$ cat src/rtl/ps2_pkg.sv
// ---------------------------------------------------------------------------
// ps2_pkg -- shared PS/2 Set-2 definitions for the ASCII-to-keystroke path.
//   PS2_BREAK / PS2_LSHIFT : break prefix and left-shift make code
//   state_t                : keystroke transmitter FSM states
//   SEQ_*_LEN              : byte counts of plain and shifted keystrokes
//   seq_byte()             : byte at a given position of a keystroke
//   seq_last_idx()         : index of the final byte of a keystroke
// ---------------------------------------------------------------------------
package ps2_pkg;

  localparam logic [7:0] PS2_BREAK  = 8'hF0;
  localparam logic [7:0] PS2_LSHIFT = 8'h12;

  localparam int SEQ_PLAIN_LEN = 3;
  localparam int SEQ_SHIFT_LEN = 6;

  typedef enum logic [1:0] {
    IDLE = 2'd0,
    SEND = 2'd1,
    GAP  = 2'd2
  } state_t;

  // plain   : M, F0, M
  // shifted : 12, M, F0, M, F0, 12
  function automatic logic [7:0] seq_byte(input logic [2:0] idx,
                                          input logic [7:0] make,
                                          input logic       shift);
    logic [7:0] b;
    b = make;
    if (!shift) begin
      case (idx)
        3'd1:    b = PS2_BREAK;
        default: b = make;
      endcase
    end else begin
      case (idx)
        3'd0:    b = PS2_LSHIFT;
        3'd2:    b = PS2_BREAK;
        3'd4:    b = PS2_BREAK;
        3'd5:    b = PS2_LSHIFT;
        default: b = make;
      endcase
    end
    return b;
  endfunction

  function automatic logic [2:0] seq_last_idx(input logic shift);
    return shift ? 3'(SEQ_SHIFT_LEN - 1) : 3'(SEQ_PLAIN_LEN - 1);
  endfunction

endpackage

$ cat src/rtl/ascii2key_tx_if.sv
// ---------------------------------------------------------------------------
// ascii2key_tx_if -- character-in / scan-byte-out handshake bundle.
//   in_valid, in_ascii  : ASCII character offered by the text/menu logic
//   in_ready            : transmitter can take a character
//   out_valid, out_byte : Set-2 scan byte offered downstream
//   out_ready           : downstream takes the byte
//   busy                : keystroke sequence in progress
//   err                 : one-cycle pulse, accepted character had no mapping
// master = character source / byte sink, slave = the transmitter.
// ---------------------------------------------------------------------------
interface ascii2key_tx_if;
  logic       in_valid;
  logic [7:0] in_ascii;
  logic       in_ready;
  logic       out_valid;
  logic [7:0] out_byte;
  logic       out_ready;
  logic       busy;
  logic       err;

  modport master (
    output in_valid, in_ascii, out_ready,
    input  in_ready, out_valid, out_byte, busy, err
  );

  modport slave (
    input  in_valid, in_ascii, out_ready,
    output in_ready, out_valid, out_byte, busy, err
  );
endinterface

$ cat src/rtl/ascii2key_lut.sv
// ---------------------------------------------------------------------------
// ascii2key_lut -- combinational ASCII to PS/2 Set-2 make-code lookup,
// the inverse of the scan-code-to-ASCII decoder table.
//   ascii : ASCII code
//   make  : Set-2 make code (0 when unmapped)
//   shift : character needs left shift (uppercase A..Z)
//   valid : character has a mapping
// ---------------------------------------------------------------------------
module ascii2key_lut (
  input  logic [7:0] ascii,
  output logic [7:0] make,
  output logic       shift,
  output logic       valid
);

  logic [7:0] key;

  // NOTE: every output of a combinational block gets a default before the
  // case, otherwise unlisted codes would make synthesis infer latches.
  always_comb begin
    shift = (ascii >= 8'h41) && (ascii <= 8'h5A);
    // Uppercase reuses the lowercase make code.
    key   = shift ? (ascii | 8'h20) : ascii;
    make  = 8'h00;
    case (key)
      8'h61: make = 8'h1C; 8'h62: make = 8'h32; 8'h63: make = 8'h21;
      8'h64: make = 8'h23; 8'h65: make = 8'h24; 8'h66: make = 8'h2B;
      8'h67: make = 8'h34; 8'h68: make = 8'h33; 8'h69: make = 8'h43;
      8'h6A: make = 8'h3B; 8'h6B: make = 8'h42; 8'h6C: make = 8'h4B;
      8'h6D: make = 8'h3A; 8'h6E: make = 8'h31; 8'h6F: make = 8'h44;
      8'h70: make = 8'h4D; 8'h71: make = 8'h15; 8'h72: make = 8'h2D;
      8'h73: make = 8'h1B; 8'h74: make = 8'h2C; 8'h75: make = 8'h3C;
      8'h76: make = 8'h2A; 8'h77: make = 8'h1D; 8'h78: make = 8'h22;
      8'h79: make = 8'h35; 8'h7A: make = 8'h1A;
      8'h30: make = 8'h45; 8'h31: make = 8'h16; 8'h32: make = 8'h1E;
      8'h33: make = 8'h26; 8'h34: make = 8'h25; 8'h35: make = 8'h2E;
      8'h36: make = 8'h36; 8'h37: make = 8'h3D; 8'h38: make = 8'h3E;
      8'h39: make = 8'h46;
      8'h60: make = 8'h0E; // `
      8'h2D: make = 8'h4E; // -
      8'h3D: make = 8'h55; // =
      8'h5B: make = 8'h54; // [
      8'h5D: make = 8'h5B; // ]
      8'h5C: make = 8'h5D; // backslash
      8'h3B: make = 8'h4C; // ;
      8'h27: make = 8'h52; // '
      8'h2C: make = 8'h41; // ,
      8'h2E: make = 8'h49; // .
      8'h2F: make = 8'h4A; // /
      8'h20: make = 8'h29; // space
      8'h0D: make = 8'h5A; // Enter
      8'h08: make = 8'h66; // Backspace
      8'h09: make = 8'h0D; // Tab
      default: make = 8'h00;
    endcase
    // No real make code is 0x00, so it doubles as the "unmapped" marker.
    valid = (make != 8'h00);
  end

endmodule

$ cat src/rtl/ascii2key_tx.sv
// ---------------------------------------------------------------------------
// ascii2key_tx -- accepts one ASCII character per handshake and emits the
// PS/2 Set-2 byte stream of a full keystroke (make then break), wrapping
// uppercase letters in left-shift make/break.
//   clk      : system clock
//   reset_n  : asynchronous active-low reset
//   bus      : ascii2key_tx_if slave (character in, scan bytes out,
//              busy, err)
// BYTE_GAP idle cycles separate consecutive bytes of one keystroke.
// ---------------------------------------------------------------------------
module ascii2key_tx
  import ps2_pkg::*;
#(
  parameter int BYTE_GAP = 4
) (
  input  logic          clk,
  input  logic          reset_n,
  ascii2key_tx_if.slave bus
);

  // A zero-width counter is illegal, so BYTE_GAP=0 keeps one unused bit.
  localparam int GAP_W = (BYTE_GAP > 0) ? $clog2(BYTE_GAP + 1) : 1;
  localparam logic [GAP_W-1:0] GAP_LAST =
    (BYTE_GAP > 0) ? GAP_W'(BYTE_GAP - 1) : '0;

  state_t           state_q, state_d;
  logic [2:0]       idx_q;
  logic [GAP_W-1:0] gap_q;
  logic [7:0]       make_q;
  logic             shift_q;
  logic             err_q;

  logic [7:0]       lut_make;
  logic             lut_shift;
  logic             lut_valid;

  logic             ready;
  logic             accept;
  logic             handshake;
  logic             last_byte;
  logic             gap_done;
  logic [2:0]       idx_next;

  ascii2key_lut u_lut (
    .ascii (bus.in_ascii),
    .make  (lut_make),
    .shift (lut_shift),
    .valid (lut_valid)
  );

  // reset_n gates ready directly so the source sees 0 throughout reset.
  assign ready     = reset_n && (state_q == IDLE);
  assign accept    = bus.in_valid && ready;
  assign handshake = (state_q == SEND) && bus.out_ready;
  assign last_byte = (idx_q == seq_last_idx(shift_q));
  assign gap_done  = (gap_q == GAP_LAST);
  assign idx_next  = last_byte ? idx_q : idx_q + 3'd1;

  // State register.
  // NOTE: sequential state uses non-blocking assignments so every flop
  // samples the pre-edge values regardless of block evaluation order.
  always_ff @(posedge clk or negedge reset_n) begin
    if (!reset_n) state_q <= IDLE;
    else          state_q <= state_d;
  end

  // Next-state logic.
  always_comb begin
    state_d = state_q;
    case (state_q)
      IDLE: if (accept && lut_valid) state_d = SEND;
      SEND: begin
        if (handshake) begin
          if (last_byte)          state_d = IDLE;
          else if (BYTE_GAP == 0) state_d = SEND;
          else                    state_d = GAP;
        end
      end
      GAP:     if (gap_done) state_d = SEND;
      default: state_d = IDLE;
    endcase
  end

  // Datapath: latched character, byte index, gap counter, error pulse.
  always_ff @(posedge clk or negedge reset_n) begin
    if (!reset_n) begin
      idx_q   <= 3'd0;
      gap_q   <= '0;
      make_q  <= 8'h00;
      shift_q <= 1'b0;
      err_q   <= 1'b0;
    end else begin
      err_q <= accept && !lut_valid;
      case (state_q)
        IDLE: begin
          if (accept && lut_valid) begin
            make_q  <= lut_make;
            shift_q <= lut_shift;
            idx_q   <= 3'd0;
          end
        end
        SEND: begin
          if (handshake && !last_byte) begin
            if (BYTE_GAP == 0) idx_q <= idx_next;
            else               gap_q <= '0;
          end
        end
        GAP: begin
          if (gap_done) begin
            idx_q <= idx_next;
            gap_q <= '0;
          end else begin
            gap_q <= gap_q + 1'b1;
          end
        end
        default: ;
      endcase
    end
  end

  // Outputs are decoded from registered state, so out_valid and out_byte
  // hold steady while the downstream stalls and drop with reset.
  always_comb begin
    bus.in_ready  = ready;
    bus.out_valid = (state_q == SEND);
    bus.out_byte  = (state_q == SEND) ? seq_byte(idx_q, make_q, shift_q)
                                      : 8'h00;
    bus.busy      = (state_q != IDLE);
    bus.err       = err_q;
  end

endmodule

$ cat src/flat_wrapper.sv
// flat-port wrapper written by rule: the top's interface ports become plain ports
module ascii2key_tx_flat import ps2_pkg::*;
#(
  parameter int BYTE_GAP = 4
)
  (clk, reset_n, bus_in_valid, bus_in_ascii, bus_out_ready, bus_in_ready, bus_out_valid, bus_out_byte, bus_busy, bus_err);
  ascii2key_tx_if bus_i ();
  input  logic clk;
  input  logic reset_n;
  input wire logic [$bits(bus_i.in_valid)-1:0] bus_in_valid;
  input wire logic [$bits(bus_i.in_ascii)-1:0] bus_in_ascii;
  input wire logic [$bits(bus_i.out_ready)-1:0] bus_out_ready;
  output wire logic [$bits(bus_i.in_ready)-1:0] bus_in_ready;
  output wire logic [$bits(bus_i.out_valid)-1:0] bus_out_valid;
  output wire logic [$bits(bus_i.out_byte)-1:0] bus_out_byte;
  output wire logic [$bits(bus_i.busy)-1:0] bus_busy;
  output wire logic [$bits(bus_i.err)-1:0] bus_err;
  assign bus_i.in_valid = bus_in_valid;
  assign bus_i.in_ascii = bus_in_ascii;
  assign bus_i.out_ready = bus_out_ready;
  assign bus_in_ready = bus_i.in_ready;
  assign bus_out_valid = bus_i.out_valid;
  assign bus_out_byte = bus_i.out_byte;
  assign bus_busy = bus_i.busy;
  assign bus_err = bus_i.err;
  ascii2key_tx #(.BYTE_GAP(BYTE_GAP)) u_core (.clk(clk), .reset_n(reset_n), .bus(bus_i));
endmodule
$ cat config.mk
export PLATFORM = sky130hd
export DESIGN_NAME = ascii2key_tx_flat
export DESIGN_NICKNAME = d
export VERILOG_FILES = /design/src/rtl/ps2_pkg.sv /design/src/rtl/ascii2key_tx_if.sv /design/src/rtl/ascii2key_lut.sv /design/src/rtl/ascii2key_tx.sv /design/src/flat_wrapper.sv
export SDC_FILE = /design/constraint.sdc
export NUM_CORES = 1
export LEC_CHECK = 0
export ABC_CLOCK_PERIOD_IN_PS = 2100
export CAP_MARGIN = 20
export CORE_UTILIZATION = 36
export DETAILED_ROUTE_END_ITERATION = 16
export PLACE_DENSITY_LB_ADDON = 0.25
export SETUP_SLACK_MARGIN = 0.2
export SKIP_LAST_GASP = 1
export SLEW_MARGIN = 5
export SYNTH_ARGS = -nofsm -noshare
export SYNTH_HDL_FRONTEND = slang
export SYNTH_HIERARCHICAL = 1
export SYNTH_SLANG_ARGS = --single-unit
export TNS_END_PERCENT = 20
$ cat constraint.sdc
create_clock -name clk -period 2.1 [get_ports clk]
set_input_delay 0.21 -clock clk [delete_from_list [all_inputs] [get_ports clk]]
set_output_delay 0.21 -clock clk [all_outputs]
set_load 0.01 [all_outputs]
==> results of run 1 <==
==> what timing repair did <==
item	in CTS	in global routing
endpoints found under the setup margin	22	23
gates cloned	4	0
pin swaps	14	9
setup buffers	9	5
gates resized for setup	55	8
==> stage by stage <==
step	cell area [µm²]	total power (µW)	cells
4_1_cts	3490	2140	459
3_5_place_dp	3170	1830	443
6_report	3570	2170	464
2_1_floorplan	2420	1380	291
5_1_grt	3570	2320	464
3_3_place_gp	3170	1790	443
==> critical path, stage by stage <==
cell and delay (ps):
sky130_fd_sc_hd__buf_12 90, sky130_fd_sc_hd__inv_8 30, sky130_fd_sc_hd__buf_6 110, sky130_fd_sc_hd__ha_4 150
sky130_fd_sc_hd__and2b_2 230, sky130_fd_sc_hd__and3_4 230, sky130_fd_sc_hd__o21ai_1 250, sky130_fd_sc_hd__o2111ai_1 200
sky130_fd_sc_hd__a32oi_1 260, sky130_fd_sc_hd__nand4b_1 160, sky130_fd_sc_hd__buf_4 170, sky130_fd_sc_hd__buf_4 120
sky130_fd_sc_hd__buf_4 120, sky130_fd_sc_hd__buf_4 120, sky130_fd_sc_hd__buf_4 120, sky130_fd_sc_hd__and3b_1 190
==> synth_stat cells, drive strengths merged (2+ instances only) <==
master / n
nand3b: 2
inv: 15
mux2: 11
a221oi: 3
nand3: 10
and2b: 2
nor3: 10
nor2b: 8
nand2: 17
ha: 12
clkbuf: 4
nor2: 27
a21oi: 19
a311o: 2
dfrtp: 18
o21ai: 23
a2111oi: 2
a311oi: 3
or3: 2
buf: 20
nand2b: 10
o211ai: 2
o22ai: 5
a31o: 2
mux2i: 9
o21bai: 4
nand4b: 2
and2: 3
o2111ai: 2
and3: 5
a211oi: 4
a31oi: 9
==> worst min-delay path by stage <==
| stage | from | endpoint | cells after the start |
|---|---|---|---|
| after global placement | reset_n | u_core/state_q[0] | 1 |
| final | reset_n | u_core/state_q[0] | 1 |
| after global routing | reset_n | u_core/state_q[0] | 1 |
| after floorplan | reset_n | u_core/bus.err | 0 |
| after CTS | reset_n | u_core/state_q[0] | 1 |
| after detailed placement | reset_n | u_core/state_q[0] | 1 |
==> state kept, by name, indices dropped and copies added (netlist names) <==
register        cells
u_core/idx_q        3
u_core/make_q       8
u_core/shift_q      1
u_core/gap_q        3
u_core/state_q      2
u_core/bus.err      1
==> logic make-up after synthesis <==
logic type	count (synthesis)	share of synthesized area
simple gates	106	0.261
compound gates	93	0.279
buf+inv	40	0.0966
mux	20	0.0939
flops	18	0.198
fa+ha+maj	12	0.0659
other cells	1	0.00164
xor+xnor	1	0.00384
==> power by group <==
| part | switching [µW] | internal (µW) | leakage [µW] |
|---|---|---|---|
| Sequential | 89.0 | 469 | 0.000237 |
| Combinational | 631 | 747 | 0.00136 |
| Clock | 103 | 127 | 0.0000216 |
| Total | 823 | 1340 | 0.00162 |
==> placed cells by master (no fill, tap or decap), types with 12 or more instances in the layout <==
master,count
sky130_fd_sc_hd__a21oi_1,18
sky130_fd_sc_hd__buf_4,81
sky130_fd_sc_hd__clkdlybuf4s50_1,16
sky130_fd_sc_hd__dfrtp_1,18
sky130_fd_sc_hd__inv_1,12
sky130_fd_sc_hd__nand2_1,15
sky130_fd_sc_hd__nor2_1,24
sky130_fd_sc_hd__o21ai_0,19
==> layout make-up <==
type	instances	area, µm²
clock buffers	3	41.3
repair buffers	118	1080
well taps	75	93.8
flip-flops and latches	18	450
fillers	523	2450
inverters	16	70.1
multi-input cells	234	1830
==> layer usage <==
layer | up-vias | track usage
li1 | 1267 | -
met1 | 1216 | 0.293
met2 | 77 | 0.401
met3 | 6 | 0.0178
met4 | 0 | 0.0526
met5 | - | 0
==> results list, run 1 <==
- In the final layout, the share of cells above drive strength 1 is 0.419.
- Critical path class: in2reg
- Synthesized cell area: 2280 µm²
- Post-layout minimum cycle time: roughly 2600 ps
- Run status: finished, violations left
- Post-Route M1 WL: roughly 3.2 mm
- The hold violation count in the final report was 0.
* Hold Buf Count CTS: 0
- VDD sags by at most 532 µV.
* R2r setup slk: roughly 400 ps
- For this design, the sink count on the clock tree is 18.
- Hpwl dp: about 5.3 mm
* Core area: about 6000 µm²
* DR vias: 2,566
* Weighted congestion reported at the end of routability-driven placement: a little over 0.9
- In the finished design, the share of the clock period the worst path needs comes to 1.22.
- Antenna violations before repair: 0
* Cells taking the most area after synthesis: sky130_fd_sc_hd__dfrtp_1, sky130_fd_sc_hd__ha_1, sky130_fd_sc_hd__o21ai_0
* DIE HEIGHT: between 80 and 90 µm
* Startpoint type of the worst setup path: input port
* Worst Setup SP: bus_in_ascii[0]
- The count of nets left with antenna violations once routing finished came out at 0.
- The average instance in the mapped netlist occupies 7.83 µm².
- sky130_fd_sc_hd__dfrtp_1 takes more of the synthesized area than any other cell.
- Wires add up to ~7.3 mm.
* CTS HTree Levels: 1
- Pin count of the biggest net entering global routing: 20
- Fraction of registers with async set/reset: 1.00
- Counting the buffers created by CTS gives 3.
- Termination of the worst setup path: u_core/bus.err
- After technology mapping, the gate count stands at between 200 and 300.
- Along the worst path, the maximum fanout reaches 5.
- After the first detailed-routing iteration, the DRC count stood at around 170.
- After synthesis, the netlist uses 69 different library cells.
- The number of antenna diodes in the final layout is 0.
* Max-cap violations: 0
- Area share of the largest cell type after synthesis: 0.198
- In this run the critical register-to-register path is launched from u_core/state_q[0].
- Counting along the longest clock path gives a buffer depth of 2.
* Class of the tightest hold or removal check: in2async
- Pre-CTS worst setup slack: -1350 ps
* Total grt overflow: 0
- WL/cell: roughly 16 µm
* Worst Clk Skew: between 5 and 6 ps
- Slew Limit Fails: 0
- Area of the die: 6650 µm²
- Number of register bits inferred by synthesis: 18
* Length of the first detailed-routing pass in iterations: 4
* Worst hold margin: 177 ps
- Ys flop type: sky130_fd_sc_hd__dfrtp_1
- Area growth from synthesis to final layout: 56.7%
* Capturing element type of the critical path: register
- Worst path required time: around 2300 ps
- For this design the top-level I/O count stands at 24.
* Remaining design rule violation count: 0
- Clock-pin slew was measured on the worst setup and hold paths at about 70 ps.
- In the global route stage, overall resource usage came out at 0.225.
- Row generation in the floorplan step produced 28 rows.
- In this run the power density over the cells is approximately 610 nW/µm².
- TritonCTS built the clock tree.
- In this run the static leakage power is between 0.0015 and 0.002 µW.
- Final design utilization: 0.593
- The final reports fail on negative setup slack.
- In this run the tool buffered the top-level ports with 23 buffer cells.
- Wire length of the first global-routing pass: 11.4 mm
* Final TNS setup: -6560 ps
- Synthesis produced a netlist with a net count of 315.
* Synth warn: 6
* Source-to-sink clock delay at the later pin of the worst-skew pair: 250 ps
- RSZ-0062 raised after global routing: yes
- Number of flops mapped to enable cells by yosys: 0
* Initial standard-cell utilization of the core: 0.378
- Met3 WL: 352 µm
- Worst endpoint data arrival time: around 2800 ps
- Setup slack on the critical path of the routed design comes to -468 ps.
* Horiz. Die Dim: 81.6 µm
- In the routed layout, each cell is associated on average with a via count of about 5.5.
- Number of global-route vias before repair: between 2,000 and 2,500
- Met2 routed wirelength: 3.63 mm
* Worst R2R Path Depth: 5
- Peak Freq: just under 400 MHz
- At the end of the flow, the number of nets in the layout was 415.
- Buffer cell driving the clock tree root: sky130_fd_sc_hd__clkbuf_8
- The endpoint identified for the worst register-to-register timing path is u_core/idx_q[2].
- Sequential element share of the synthesized area: 0.198
- After detailed routing, no signal wire sits above met4.
- Setup violations remaining at the end of the flow were counted as 22.
No activity file was read; power rests on OpenSTA's default activity.
==> inputs of run 2 (changes only) <==
- RECOVER_POWER: default -> 50
==> run 2 against run 1 <==
The run still ends with negative setup slack left; non-clock buffer count unchanged; combinational power about the same; global-route usage unchanged; largest power group unchanged; routed wire length about the same; power about the same; clock skew about the same.
==> results list, run 2 (synthesis gave the netlist of run 1 again) <==
- Run status: finished, violations left
- Violations in the final reports: negative setup slack
* DR vias: 2,567 (+0.039%)
* # rows: 28 (unchanged)
- Most used cells in the layout excluding fill and tap cells: sky130_fd_sc_hd__buf_4, sky130_fd_sc_hd__nor2_1, sky130_fd_sc_hd__o21ai_0, sky130_fd_sc_hd__a21oi_1, sky130_fd_sc_hd__dfrtp_1
- NumNets Final: 415 (unchanged)
* Post-CTS clock slew at the launch and capture registers of the worst setup and hold paths: 70 ps (about the same)
- Launch point of the worst reg-to-reg path: u_core/state_q[0]
- Actual transition at the worst max-transition pin: roughly 600 ps
* Worst Setup SP: bus_in_ascii[0]
* Total global routing track utilization: 0.225 (unchanged)
- Delay of the slowest cell on the worst path: 260 ps (about the same)
- Slew Limit Fails: 0 (unchanged)
- The worst hold margin came to 246 ps (+69.2 ps).
- The area growth from synthesis to layout is 56.4%.
- The pin count of the biggest net entering global routing is 20 (unchanged).
- The standard cell core area is 6030 µm² (unchanged).
- The minimum period implied by the final worst setup slack came to 2570 ps (+1.74 ps).
- The path class of the tightest hold or removal check is in2async.
- On the critical path the largest part of the delay comes from buffers and inverters.
* Worst setup slack after layout: -470 ps (-1.74 ps)
- The fraction of power spent switching nets came to 0.380 (+0.000605).
- Area of the die: 6650 µm² (unchanged)
* Worst path required time: 2290 ps (about the same)
- Hold Buf Count CTS: 0 (unchanged)
- The number of antenna cells inserted came to 0 (unchanged).
* Leakage power: 0.00161 µW (-0.43%)
* Critical path class: in2reg
- The critical path data arrival time is 2760 ps (about the same).
* Top-level port count: 24 (unchanged)
- The total overflow reported by the global router is 0 (unchanged).
- Internal cell power: 1340 µW (-0.16%)
* Worst R2R Path Depth: 5 (unchanged)
- Net load switching power: 823 µW (about the same)
- Final Cycle Share: 1.22 (about the same)
- The horizontal extent of the die is 81.6 µm (unchanged).
- Leaving out fill and tap cells, the most frequent cell in the layout is sky130_fd_sc_hd__buf_4.
- The hold violation count in the final report came to 0 (unchanged).
* Largest register by flop count: u_core/make_q
- The final wirelength came to 7.30 mm (about the same).
* Num CTS Buffers: 3 (unchanged)
- The detailed placer's ending HPWL came to 5.34 mm (unchanged).
* Peak Freq: 389 MHz (about the same)
* Initial standard-cell utilization of the core: 0.378 (unchanged)
- Largest fanout on the critical path: 5 (unchanged)
- The areal power density over the cells was 607 nW/µm² (+0.15%).
- The number of DRC violations after detailed-routing iteration 0 is 167 (+0.60%).
* Number of input and output port buffers inserted: 23 (unchanged)
- CP bufs+invs: 8 (unchanged)
* Fraction of layout cells with a size suffix above 1: 0.414 (-0.00514)
- Power share of the sequential group: 0.258 (about the same)
- The clock latency of the later-clocked register in the worst-skew pair is 250 ps (about the same).
- Number of flip-flops in the largest register: 8 (unchanged)
- TritonCTS built the clock tree.
* Worst Clk Skew: 5.90 ps (+0.173 ps)
* Final TNS setup: -6580 ps (-23.8 ps)
* Levels on crit path: 16 (unchanged)
- The die boundary height came to 81.6 µm (unchanged).
- Antenna violations before repair: 0 (unchanged)
* Antenna-violating nets left: 0 (unchanged)
* Clock network fraction of design power: 0.106 (about the same)
- The via density per instance was 5.53 (about the same).
* IR Drop Worst-Case VDD: 535 µV (+0.48%)
* Remaining design rule violation count: 0 (unchanged)
* Wire length of the first global-routing pass: 11.4 mm (unchanged)
* Weighted congestion reported at the end of routability-driven placement: 0.923 (unchanged)
- CTS HTree Levels: 1 (unchanged)
- The final number of setup-violating endpoints was 22 (unchanged).
- Count of filler cells inserted in the layout: 527 (+0.76%)
- Critical Path, Cell by Cell: buf_12, inv_8, buf_6, ha_4, and2b_2, and3_4, o21ai_1, o2111ai_1, a32oi_1, nand4b_1, buf_4, buf_4, buf_4, buf_4, buf_4, and3b_1
* Number of global-route vias before repair: 2,383 (unchanged)
- The final core area utilization is 0.592 (-0.00125).
* Slowest cell on crit path: sky130_fd_sc_hd__a32oi_1
- The combinational fraction of design power came to 0.636 (about the same).
- STA classifies the critical path endpoint as a register.
- Setup repair after global routing could not meet its margin everywhere.
- CTS sink count: 18 (unchanged)
- Startpoint type of the worst setup path: input port
- Registers with the most flip-flops: u_core/make_q x8, u_core/gap_q x3, u_core/idx_q x3
- The post-detailed-route wirelength per cell was 15.7 µm (about the same).
- Worst slew margin relative to its limit: 0.600
- Maximum count of clock buffers along a single path: 2 (unchanged)
* Buffer cell driving the clock tree root: sky130_fd_sc_hd__clkbuf_8
- Crit path top cell by count: sky130_fd_sc_hd__buf_4
- Max-cap violations: 0 (unchanged)
- Length of the first detailed-routing pass in iterations: 4 (unchanged)
[run 2: worst paths after layout]
path,endpoint,slack [ps]
max in group asynchronous,u_core/make_q[4],1070
max reg2reg,u_core/idx_q[2],410
max,u_core/bus.err,-470
min in group clk,u_core/make_q[3],500
min,u_core/state_q[0],250
min reg2reg,u_core/make_q[3],500
[run 2: area by class of cell]
type / count / area, µm² / share of cell area
timing repair buffer: 118 / 1080 / 0.302
inverter: 16 / 70.1 / 0.0197
sequential: 18 / 450 / 0.126
clock buffer: 3 / 41.3 / 0.0116
tap: 75 / 93.8 / 0.0263
multi-input combinational: 234 / 1830 / 0.514
[run 2: stage by stage]
stage                     power (µW)  worst slack (ps)  cells  instance area [µm²]
final                           2160              -470    464                 3560
after global routing            2320              -569    464                 3560
after CTS                       2140              -356    459                 3490
after detailed placement        1830             -1350    443                 3170
after global placement          1790             -1310    443                 3170
after floorplan                 1380              -517    291                 2420
[run 2: what timing repair did]
action,in CTS,in global routing
endpoints found under the setup margin,22,23
setup buffers,9,5
pin swaps,14,9
cloned,4,0
gates resized for setup,55,8
[run 2: routing by layer]
| layer | up-vias | part of all wire | GRT usage |
|---|---|---|---|
| met3 | 6 | 0.048 | 0.0178 |
| met4 | 0 | 0.010 | 0.0526 |
| met5 | - | 0 | 0 |
| li1 | 1268 | - | - |
| met1 | 1216 | 0.44 | 0.293 |
| met2 | 77 | 0.50 | 0.401 |
[run 2: power groups by stage]
stage | Clock, µW | Combinational, µW | Sequential (µW)
final | 230 | 1380 | 559
after CTS | 239 | 1350 | 559
after detailed placement | 0 | 1260 | 565
after global routing | 251 | 1490 | 575
after global placement | 0 | 1240 | 557
after floorplan | 0 | 848 | 531
